**config.mk**
```make
export PLATFORM = sky130hd
export DESIGN_NAME = dcache_flush_walker_flat
export DESIGN_NICKNAME = d
export VERILOG_FILES = /design/src/rtl/dcache_flush_walker_if.sv /design/src/rtl/dcache_flush_walker.sv /design/src/flat_wrapper.sv
export SDC_FILE = /design/constraint.sdc
export NUM_CORES = 1
export LEC_CHECK = 0
export ABC_CLOCK_PERIOD_IN_PS = 3400
export CORE_AREA = 2 2 216 218
export CTS_CLUSTER_DIAMETER = 30
export DETAILED_ROUTE_END_ITERATION = 8
export DIE_AREA = 0 0 218 220
export PLACE_DENSITY = 0.66
export SYNTH_ARGS = -nofsm -noshare
export SYNTH_HDL_FRONTEND = slang
export SYNTH_SLANG_ARGS = --single-unit
```
**constraint.sdc**
```tcl
create_clock -name clk_i -period 3.4 [get_ports clk_i]
set_clock_uncertainty 0.15 [all_clocks]
set_input_delay 0.34 -clock clk_i [delete_from_list [all_inputs] [get_ports clk_i]]
set_output_delay 0.34 -clock clk_i [all_outputs]
set_load 0.02 [all_outputs]
```
**src/rtl/dcache_flush_walker_if.sv**
```systemverilog
// Tag-array and write-back port bundle of the data-cache flush walker.
// The master side belongs to the walker, the slave side to the tag array / write-back unit.
interface dcache_flush_walker_if #(
  parameter int NR_SETS  = 256,
  parameter int NR_WAYS  = 8,
  parameter int TAG_W    = 44,
  parameter int OFFSET_W = 4
);
  localparam int IDX_W  = $clog2(NR_SETS);
  localparam int WAY_W  = (NR_WAYS > 1) ? $clog2(NR_WAYS) : 1;
  localparam int ADDR_W = TAG_W + IDX_W + OFFSET_W;

  // Handshakes: a request holds its payload stable until the cycle in which the
  // matching grant is high; request and grant high together on a clock edge is a transfer.
  logic                     tag_req_o;
  logic                     tag_we_o;
  logic [IDX_W-1:0]         tag_idx_o;
  logic [NR_WAYS-1:0]       tag_way_be_o;
  logic                     tag_gnt_i;
  logic [NR_WAYS-1:0]       tag_valid_i;
  logic [NR_WAYS-1:0]       tag_dirty_i;
  logic [NR_WAYS*TAG_W-1:0] tag_rdata_i;
  logic                     wb_req_o;
  logic [ADDR_W-1:0]        wb_addr_o;
  logic [WAY_W-1:0]         wb_way_o;
  logic                     wb_gnt_i;

  modport master (
    output tag_req_o, tag_we_o, tag_idx_o, tag_way_be_o,
    input  tag_gnt_i, tag_valid_i, tag_dirty_i, tag_rdata_i,
    output wb_req_o, wb_addr_o, wb_way_o,
    input  wb_gnt_i
  );

  modport slave (
    input  tag_req_o, tag_we_o, tag_idx_o, tag_way_be_o,
    output tag_gnt_i, tag_valid_i, tag_dirty_i, tag_rdata_i,
    input  wb_req_o, wb_addr_o, wb_way_o,
    output wb_gnt_i
  );
endinterface

```
**src/rtl/dcache_flush_walker.sv**
```systemverilog
// Write-back data-cache flush engine: walks every set, writes back valid+dirty
// lines lowest way first, invalidates the set, then pulses flush_ack_o once.
module dcache_flush_walker #(
  parameter int NR_SETS  = 256,
  parameter int NR_WAYS  = 8,
  parameter int TAG_W    = 44,
  parameter int OFFSET_W = 4
) (
  input  logic                 clk_i,
  input  logic                 rst_ni,
  input  logic                 clr_i,
  input  logic                 flush_i,
  output logic                 flush_ack_o,
  output logic                 busy_o,
  output logic [2:0]           state_o,
  dcache_flush_walker_if.master bus
);
  localparam int IDX_W = $clog2(NR_SETS);
  localparam int WAY_W = (NR_WAYS > 1) ? $clog2(NR_WAYS) : 1;

  localparam logic [2:0] S_IDLE       = 3'd0;
  localparam logic [2:0] S_READ       = 3'd1;
  localparam logic [2:0] S_INSPECT    = 3'd2;
  localparam logic [2:0] S_WRITEBACK  = 3'd3;
  localparam logic [2:0] S_INVALIDATE = 3'd4;
  localparam logic [2:0] S_ACK        = 3'd5;

  logic [2:0]               state_q, state_d;
  logic [IDX_W-1:0]         idx_q, idx_d;
  logic [NR_WAYS-1:0]       pending_q, pending_d;
  logic [NR_WAYS*TAG_W-1:0] tags_q, tags_d;
  logic                     armed_q, armed_d;

  logic [WAY_W-1:0]         wb_way;
  logic [NR_WAYS-1:0]       wb_onehot;

  // Lowest pending way: descending scan so the last hit wins.
  always_comb begin
    wb_way    = '0;
    wb_onehot = '0;
    for (int w = NR_WAYS - 1; w >= 0; w--) begin
      if (pending_q[w]) begin
        wb_way       = WAY_W'(w);
        wb_onehot    = '0;
        wb_onehot[w] = 1'b1;
      end
    end
  end

  always_comb begin
    state_d          = state_q;
    idx_d            = idx_q;
    pending_d        = pending_q;
    tags_d           = tags_q;
    // A low flush_i re-arms; only a fresh request after a low cycle may start a walk.
    armed_d          = armed_q | ~flush_i;
    flush_ack_o      = 1'b0;
    bus.tag_req_o    = 1'b0;
    bus.tag_we_o     = 1'b0;
    bus.tag_idx_o    = '0;
    bus.tag_way_be_o = '0;
    bus.wb_req_o     = 1'b0;
    bus.wb_addr_o    = '0;
    bus.wb_way_o     = '0;
    case (state_q)
      S_IDLE: begin
        if (flush_i && armed_q) begin
          state_d = S_READ;
          idx_d   = '0;
          armed_d = 1'b0;
        end
      end
      S_READ: begin
        bus.tag_req_o = 1'b1;
        bus.tag_idx_o = idx_q;
        if (bus.tag_gnt_i) state_d = S_INSPECT;
      end
      S_INSPECT: begin
        pending_d = bus.tag_valid_i & bus.tag_dirty_i;
        tags_d    = bus.tag_rdata_i;
        state_d   = (|(bus.tag_valid_i & bus.tag_dirty_i)) ? S_WRITEBACK : S_INVALIDATE;
      end
      S_WRITEBACK: begin
        bus.wb_req_o  = 1'b1;
        bus.wb_way_o  = wb_way;
        bus.wb_addr_o = {tags_q[int'(wb_way)*TAG_W +: TAG_W], idx_q, OFFSET_W'(0)};
        if (bus.wb_gnt_i) begin
          pending_d = pending_q & ~wb_onehot;
          if ((pending_q & ~wb_onehot) == '0) state_d = S_INVALIDATE;
        end
      end
      S_INVALIDATE: begin
        bus.tag_req_o    = 1'b1;
        bus.tag_we_o     = 1'b1;
        bus.tag_way_be_o = '1;
        bus.tag_idx_o    = idx_q;
        if (bus.tag_gnt_i) begin
          if (idx_q == IDX_W'(NR_SETS - 1)) begin
            state_d = S_ACK;
          end else begin
            idx_d   = idx_q + IDX_W'(1);
            state_d = S_READ;
          end
        end
      end
      S_ACK: begin
        flush_ack_o = 1'b1;
        state_d     = S_IDLE;
      end
      default: state_d = S_IDLE;
    endcase
  end

  always_ff @(posedge clk_i or negedge rst_ni) begin
    if (!rst_ni) begin
      state_q   <= S_IDLE;
      idx_q     <= '0;
      pending_q <= '0;
      tags_q    <= '0;
      armed_q   <= 1'b1;
    end else if (clr_i) begin
      state_q   <= S_IDLE;
      idx_q     <= '0;
      pending_q <= '0;
      tags_q    <= '0;
      armed_q   <= 1'b1;
    end else begin
      state_q   <= state_d;
      idx_q     <= idx_d;
      pending_q <= pending_d;
      tags_q    <= tags_d;
      armed_q   <= armed_d;
    end
  end

  assign busy_o  = (state_q != S_IDLE);
  assign state_o = state_q;
endmodule

```
**src/flat_wrapper.sv**
```systemverilog
// flat-port wrapper written by rule: the top's interface ports become plain ports
module dcache_flush_walker_flat 
#(
  parameter int NR_SETS  = 256,
  parameter int NR_WAYS  = 8,
  parameter int TAG_W    = 44,
  parameter int OFFSET_W = 4
)
  (clk_i, rst_ni, clr_i, flush_i, flush_ack_o, busy_o, state_o, bus_tag_req_o, bus_tag_we_o, bus_tag_idx_o, bus_tag_way_be_o, bus_tag_gnt_i, bus_tag_valid_i, bus_tag_dirty_i, bus_tag_rdata_i, bus_wb_req_o, bus_wb_addr_o, bus_wb_way_o, bus_wb_gnt_i);
  dcache_flush_walker_if #(.NR_SETS(NR_SETS), .NR_WAYS(NR_WAYS), .TAG_W(TAG_W), .OFFSET_W(OFFSET_W)) bus_i ();
  input  logic clk_i;
  input  logic rst_ni;
  input  logic clr_i;
  input  logic flush_i;
  output logic flush_ack_o;
  output logic busy_o;
  output logic [2:0] state_o;
  output wire logic [$bits(bus_i.tag_req_o)-1:0] bus_tag_req_o;
  output wire logic [$bits(bus_i.tag_we_o)-1:0] bus_tag_we_o;
  output wire logic [$bits(bus_i.tag_idx_o)-1:0] bus_tag_idx_o;
  output wire logic [$bits(bus_i.tag_way_be_o)-1:0] bus_tag_way_be_o;
  input wire logic [$bits(bus_i.tag_gnt_i)-1:0] bus_tag_gnt_i;
  input wire logic [$bits(bus_i.tag_valid_i)-1:0] bus_tag_valid_i;
  input wire logic [$bits(bus_i.tag_dirty_i)-1:0] bus_tag_dirty_i;
  input wire logic [$bits(bus_i.tag_rdata_i)-1:0] bus_tag_rdata_i;
  output wire logic [$bits(bus_i.wb_req_o)-1:0] bus_wb_req_o;
  output wire logic [$bits(bus_i.wb_addr_o)-1:0] bus_wb_addr_o;
  output wire logic [$bits(bus_i.wb_way_o)-1:0] bus_wb_way_o;
  input wire logic [$bits(bus_i.wb_gnt_i)-1:0] bus_wb_gnt_i;
  assign bus_tag_req_o = bus_i.tag_req_o;
  assign bus_tag_we_o = bus_i.tag_we_o;
  assign bus_tag_idx_o = bus_i.tag_idx_o;
  assign bus_tag_way_be_o = bus_i.tag_way_be_o;
  assign bus_i.tag_gnt_i = bus_tag_gnt_i;
  assign bus_i.tag_valid_i = bus_tag_valid_i;
  assign bus_i.tag_dirty_i = bus_tag_dirty_i;
  assign bus_i.tag_rdata_i = bus_tag_rdata_i;
  assign bus_wb_req_o = bus_i.wb_req_o;
  assign bus_wb_addr_o = bus_i.wb_addr_o;
  assign bus_wb_way_o = bus_i.wb_way_o;
  assign bus_i.wb_gnt_i = bus_wb_gnt_i;
  dcache_flush_walker #(.NR_SETS(NR_SETS), .NR_WAYS(NR_WAYS), .TAG_W(TAG_W), .OFFSET_W(OFFSET_W)) u_core (.clk_i(clk_i), .rst_ni(rst_ni), .clr_i(clr_i), .flush_i(flush_i), .flush_ack_o(flush_ack_o), .busy_o(busy_o), .state_o(state_o), .bus(bus_i));
endmodule
```
# --- Word-level counts from Yosys, hierarchy flattened ---
# Cells that the tools add are included.
word_totals:
  reg_bits: 372
  in_bits: 374
  out_inout_bits: 83
  elab_cells: 83
op_classes:
  add_sub_neg: 1
  multipliers: 1
  eq_ne: 12
  shifts: 1
  muxes: 46
  n_bitwise: 5
  reduce_logical: 12
op_table:
  columns: ["cell", "count"]
  rows:
  - ["$mux W352", 2]
  - ["$shiftx A352 B32 Y44", 1]
  - ["$mux W8", 16]
  - ["$mux W56", 1]
  - ["$mux W3", 17]
  - ["$pmux W8 S2", 2]
  - ["$and A8 B8 Y8", 2]
  - ["$pmux W3 S5", 1]
  - ["$ne A3 B3 Y1 const B", 4]
  - ["$reduce_bool A3 Y1", 3]
  - ["$add A8 B1 Y8 const B", 1]
  - ["$eq A8 B8 Y1 const B", 1]
  - ["$logic_not A8 Y1", 1]
  - ["$not A8 Y8", 1]
  - ["$reduce_or A8 Y1", 1]
  - ["$mul A3 B4 Y7 const B", 1]
  - ["$mux W1", 7]
  - ["$eq A3 B2 Y1 const B", 2]
  - ["$eq A3 B3 Y1 const B", 2]
  - ["$ne A3 B2 Y1 const B", 2]
  - ["$reduce_and A5 Y1", 1]
  - ["$reduce_and A4 Y1", 1]
  - ["$eq A3 B1 Y1 const B", 1]
  - ["$logic_not A3 Y1", 1]
  - ["other kinds (6)", 6]

# --- Logic depth before layout (Yosys ltp) ---
logic_depth:
  word_depth: 15
  ltp_mapped: 10
  mapped_depth_nobuf: 6

# --- Worst setup path after synthesis ---
# Ideal clock, no wire load.
synth_path:
  path_type: "reg-to-output"
  from: "reg u_core.pending_q[2]"
  to: "out bus_wb_addr_o[18]"
  arrival_ns: 1.994
  required_ns: 2.910
  slack_ns: 0.916
  path_stages_with_launch: 9
  path_buffers: 3
  cell_sequence: "dfrtp_1 -> buf_2 -> or4_4 -> a21o_1 -> and4_1 -> buf_2 -> clkbuf_2 -> o21ai_0 -> nand4_1"
synth_between:
  elab_chain_cells: 6
synth_lines:
  columns: ["item", "line", "text"]
  rows:
  - ["from (decl)", "dcache_flush_walker.sv:30", "logic [NR_WAYS-1:0] pending_q, pending_d;"]
  - ["from (signal assigned)", "dcache_flush_walker.sv:130", "pending_q <= pending_d;"]
  - ["$mux W3 (3 in series)", "dcache_flush_walker.sv:42", "if (pending_q[w]) begin"]
  - ["$mul A3 B4 Y7", "dcache_flush_walker.sv:86", "bus.wb_addr_o = {tags_q[int'(wb_way)*TAG_W +: TAG_W], idx_q, OFFSET_W'(0)};"]
  - ["$shiftx A352 B32 Y44", "dcache_flush_walker.sv:86", null]
  - ["$mux W56", "dcache_flush_walker.sv:65", "case (state_q)"]
  - ["to (decl)", "flat_wrapper.sv:27", "output wire logic [$bits(bus_i.wb_addr_o)-1:0] bus_wb_addr_o;"]
# No other way between the ends.

# --- Final worst setup path ---
layout_path:
  from: "reg u_core.pending_q[6]"
  to: "out bus_wb_addr_o[21]"
layout_between:
  elab_chain_cells: 10
layout_lines:
  columns: ["item", "line"]
  rows:
  - ["$mux W3 (7 in series)", "dcache_flush_walker.sv:42"]
  - ["$mul A3 B4 Y7", "dcache_flush_walker.sv:86"]
  - ["$shiftx A352 B32 Y44", "dcache_flush_walker.sv:86"]
  - ["$mux W56", "dcache_flush_walker.sv:65"]
# No other way between the ends.

==> results <==
- The flow ran to the end, and the final reports show no timing, DRC or antenna violations.
- Setup repair after global routing could not meet its margin everywhere.
- The area overhead of the layout relative to synthesis is 48.84%.
- The largest net degree at the start of global routing is roughly 150.
- In the final design database the tool counted 2484 nets.
- The synthesized area per cell is 10.89 µm².
- The capturing element type of the critical path is a primary output.
- The floorplan row count is 79.
- The path with the worst hold slack has its endpoint at u_core.pending_q[0]$_DFFE_PN0P_.
- The die is ~220 µm tall.
- The time the final worst path needs with I/O delays and setup is 3338 ps.
- The total global routing track utilization is 0.2659.
- The congestion estimate from routability-driven global placement came to 0.8657.
- The initial antenna violation count was 22.
- Timing would allow up to 299.6 MHz.
- The worst slew margin relative to its limit is 0.4729.
- The reported leakage power is 11.80 nW.
- The count of mapped cells out of synthesis is 1666.
- Measured in cells, the most critical reg-to-reg path has a length of 6.
- The kind of critical path is flop to primary output.
- The final-report max-slew violation count is 0.
- The first-pass GRT wire length is 98530 µm.
- Among the stages of the critical path, the cell type that occurs most often is sky130_fd_sc_hd__buf_16.
- The synthesized design spends more area on one cell type than any other, namely sky130_fd_sc_hd__dfrtp_1.
- The cell type of the slowest stage on the worst timing path is sky130_fd_sc_hd__dfrtp_1.
- Along the worst hold path, the cell count comes to 3.
- The sum of routed wire length over all layers is 64930 µm.
- The H-tree was split into 3 levels.
- IR analysis of the VDD net gives a maximum drop of between 0.5 and 0.6 mV.
- After the first detailed-routing iteration, the DRC count stood at ~1600.
- The worst register-to-register path ends at u_core.tags_q[337]$_DFFE_PN0P_.
- The total of fill cells in the finished design is between 3000 and 4000.
- The region available for standard cell placement spans around 46000 µm².
- For this design the ratio of total power to cell area is roughly 700 nW/µm².
- After clock tree synthesis, the clock-pin slew on the worst setup and hold paths is 50 ps.
- The maximum net fanout on the critical path is 17.
- The utilization of the core after routing is 0.5886.
- The worst setup margin is 62.34 ps.
- The share of final-layout standard cells stronger than drive strength 1 is 0.1436.
- Clock latency on the worst-skew pair, taken at its later pin, is 610 ps.
- For the final routed database, the setup TNS stands at 0 ps.
- The via count is 16220.
- The number of optimization iterations in the first detailed-route pass is 7.
- The hold violation total from the final report is 0.
- At the worst endpoint, the required time is roughly 2900 ps.
- TritonCTS built the clock tree.
- In this run the tool buffered the top-level ports with 452 buffer cells.
- The total instance count after detailed placement is 2598.
- During synthesis, Yosys emitted a total of 0 warnings.
- The initial core utilization is 0.3954.
- Dividing the detail-routed wire length by the instance count gives 23.18 µm.
- The final antenna-violating net count is 0.
- The number of enable-type register cells in the synthesized netlist is 0.
- From left edge to right edge, the die measures 218 µm.
- After synthesis, the share of flip-flops with an asynchronous set or reset is 1.000.
- The via-per-instance ratio is approximately 5.8.
- The sum of buffers and inverters on the critical path is 5.
- The tree is rooted in a sky130_fd_sc_hd__clkbuf_16.
- The number of primary I/O pins is about 460.
- The startpoint of the most critical register-to-register path is u_core.state_o[2]$_DFFE_PN0P_.
- The share of synthesized area in the top cell type comes to 0.5119.
- The type of element launching the critical path is a flop.
- After detailed routing, the number of remaining DRC violations is 0.
- The number of buffers on the longest clock path is 3.
- The area of the mapped netlist is 18140 µm².
- The via count of the first global-routing pass is about 17000.
- Broken down by cell family, the worst path's largest delay share belongs to buffers and inverters.
- The number of maximum-capacitance violations is 0.
- Summing all non-filler instances in the final layout gives an area of 26990 µm².
- Yosys attributes the largest share of cell area to sky130_fd_sc_hd__dfrtp_1, sky130_fd_sc_hd__a22o_1, sky130_fd_sc_hd__o21a_1.
- The critical path goes through nand2b_1 -> a2111oi_4 -> buf_6 -> buf_12 -> buf_16 -> buf_16 -> nor3b_1 -> o21ai_1 -> nand4_1 -> buf_4.
- Detailed placement finished with a half-perimeter wire length of 40980 µm.
- At the pin with the least slew margin, the transition time is 790.6 ps.
- Setup violations remaining at the end of the flow were counted as 0.
- The register-to-register setup slack is ~1100 ps.
- In the layout the commonest cells are sky130_fd_sc_hd__clkdlybuf4s50_1, sky130_fd_sc_hd__dfrtp_1, sky130_fd_sc_hd__a22o_1.
- The number of distinct library cells after synthesis is 55.
- The share of the Yosys chip area taken by registers is 0.5133.
- The number of synthesized register bits is 372.
- The most common cell after layout, fill and taps aside is sky130_fd_sc_hd__clkdlybuf4s50_1.
- For this run, the leading register cell type out of synthesis is sky130_fd_sc_hd__dfrtp_1.
- The total cell area at the placement stage is roughly 23000 µm².
- Once layout is complete, the cells apart from fillers number 2801.
- For this run the aggregate overflow at the end of global routing stands at 0.
- The min-delay analysis places its worst path in the category primary input to flop.
- The count of clock tree sinks is 372.
- STA puts the critical path data arrival time at 2850 ps.
- The portion of the clock cycle consumed by the worst path in the final layout is 0.9817.
- For this run, the slowest stage of the critical path takes 420 ps.
- Before CTS, the worst setup slack after placement is between 100 and 150 ps.
- In this run the most critical hold path is launched from bus_tag_dirty_i[0].
- The number of buffers inserted during clock tree synthesis is 94.
- The floorplan die area is 47960 µm².
==> what timing repair did <==
item / 4_1_cts / 5_1_grt
setup buffers: 9 / 5
cloned: 8 / 0
setup endpoints to repair: 45 / 44
hold buffers: 1 / 0
resized for setup: 172 / 67
pin swaps: 12 / 5
endpoints found under the hold margin: 83 / 0
==> routing by layer <==
metal,track usage,share of wire
met1,0.3581,0.43
met2,0.4078,0.46
met3,0.07398,0.079
met4,0.1000,0.027
met5,0,0.00079
==> kinds of logic (layout without fill, tap and decap cells) <==
family	count (synthesis)	count (layout)	synth area share
XOR/XNOR	1	1	0.0004830
AND/OR/NAND/NOR	314	314	0.1157
AO/OA/AOI/OAI	767	767	0.3174
adder cells (fa/ha/maj)	2	2	0.001242
buffers and inverters	209	719	0.05167
other	1	19	0.0002068
flip-flops	372	372	0.5133
==> worst max path at each step <==
stage	cells after the start	startpoint	endpoint
CTS	9	u_core.pending_q[6]$_DFFE_PN0P_	bus_wb_addr_o[48]
global route	10	u_core.pending_q[6]$_DFFE_PN0P_	bus_wb_addr_o[33]
floorplan	8	u_core.pending_q[2]$_DFFE_PN0P_	bus_wb_addr_o[18]
global placement	7	u_core.pending_q[0]$_DFFE_PN0P_	bus_wb_addr_o[40]
finish	10	u_core.pending_q[6]$_DFFE_PN0P_	bus_wb_addr_o[21]
detailed placement	7	u_core.pending_q[6]$_DFFE_PN0P_	bus_wb_addr_o[44]
==> report_power, final <==
group	switching [W]	internal (W)	leakage (nW)	total, W
clock	0.00270	0.00616	1.54	0.00886
sequential	0.000484	0.00524	5.13	0.00572
combinational	0.00245	0.00208	5.13	0.00453
total	0.00563	0.0135	11.8	0.0191
==> sequential cells by signal, summed over array words and instances (netlist names) <==
register,flops
u_core.state_o,3
u_core.pending_q,8
u_core.tags_q,352
u_core.idx_q,8
u_core.armed_q,1
==> worst reg2reg max path, cell delays in order, from the launching register on <==
cell and delay [ps]:
sky130_fd_sc_hd__dfrtp_1 370, sky130_fd_sc_hd__buf_4 200, sky130_fd_sc_hd__nand2b_1 240, sky130_fd_sc_hd__nor3_2 140, sky130_fd_sc_hd__buf_4 250, sky130_fd_sc_hd__buf_12 410
sky130_fd_sc_hd__a22o_1 470
==> layout make-up <==
| type | instances | area, µm² | area share |
|---|---|---|---|
| Antenna cell | 15 | 37.54 | 0.001391 |
| Tap cell | 607 | 759.5 | 0.02813 |
| Inverter | 8 | 30.03 | 0.001112 |
| Clock inverter | 42 | 504.2 | 0.01868 |
| Timing Repair Buffer | 545 | 5705 | 0.2114 |
| Sequential cell | 372 | 9313 | 0.3450 |
| Multi-Input combinational cell | 1088 | 7989 | 0.2959 |
| Clock buffer | 124 | 2656 | 0.09840 |
==> Yosys cell counts (5+ instances only) <==
| library cell | instances |
|---|---|
| sky130_fd_sc_hd__and3_1 | 10 |
| sky130_fd_sc_hd__a31oi_1 | 6 |
| sky130_fd_sc_hd__inv_1 | 8 |
| sky130_fd_sc_hd__nor3b_1 | 177 |
| sky130_fd_sc_hd__clkbuf_1 | 104 |
| sky130_fd_sc_hd__a22o_1 | 353 |
| sky130_fd_sc_hd__o21a_1 | 179 |
| sky130_fd_sc_hd__o31ai_1 | 5 |
| sky130_fd_sc_hd__buf_4 | 17 |
| sky130_fd_sc_hd__and2_1 | 6 |
| sky130_fd_sc_hd__nor2_1 | 17 |
| sky130_fd_sc_hd__o21ai_0 | 115 |
| sky130_fd_sc_hd__nor3_1 | 7 |
| sky130_fd_sc_hd__o21ai_1 | 71 |
| sky130_fd_sc_hd__nand2b_1 | 8 |
| sky130_fd_sc_hd__a21oi_1 | 12 |
| sky130_fd_sc_hd__nand2_1 | 21 |
| sky130_fd_sc_hd__buf_1 | 9 |
| sky130_fd_sc_hd__o32ai_1 | 5 |
| sky130_fd_sc_hd__buf_2 | 70 |
| sky130_fd_sc_hd__dfrtp_1 | 371 |
| sky130_fd_sc_hd__nand4_1 | 45 |
==> through the flow <==
stage | hold WS, ps | power (W)
4_1_cts | 134.3 | 0.01909
3_3_place_gp | 275.1 | 0.009754
6_report | 167.3 | 0.01912
2_1_floorplan | -105.6 | 0.008170
3_5_place_dp | 279.0 | 0.009828
5_1_grt | 158.0 | 0.01988
No activity file was read; power rests on OpenSTA's default activity.
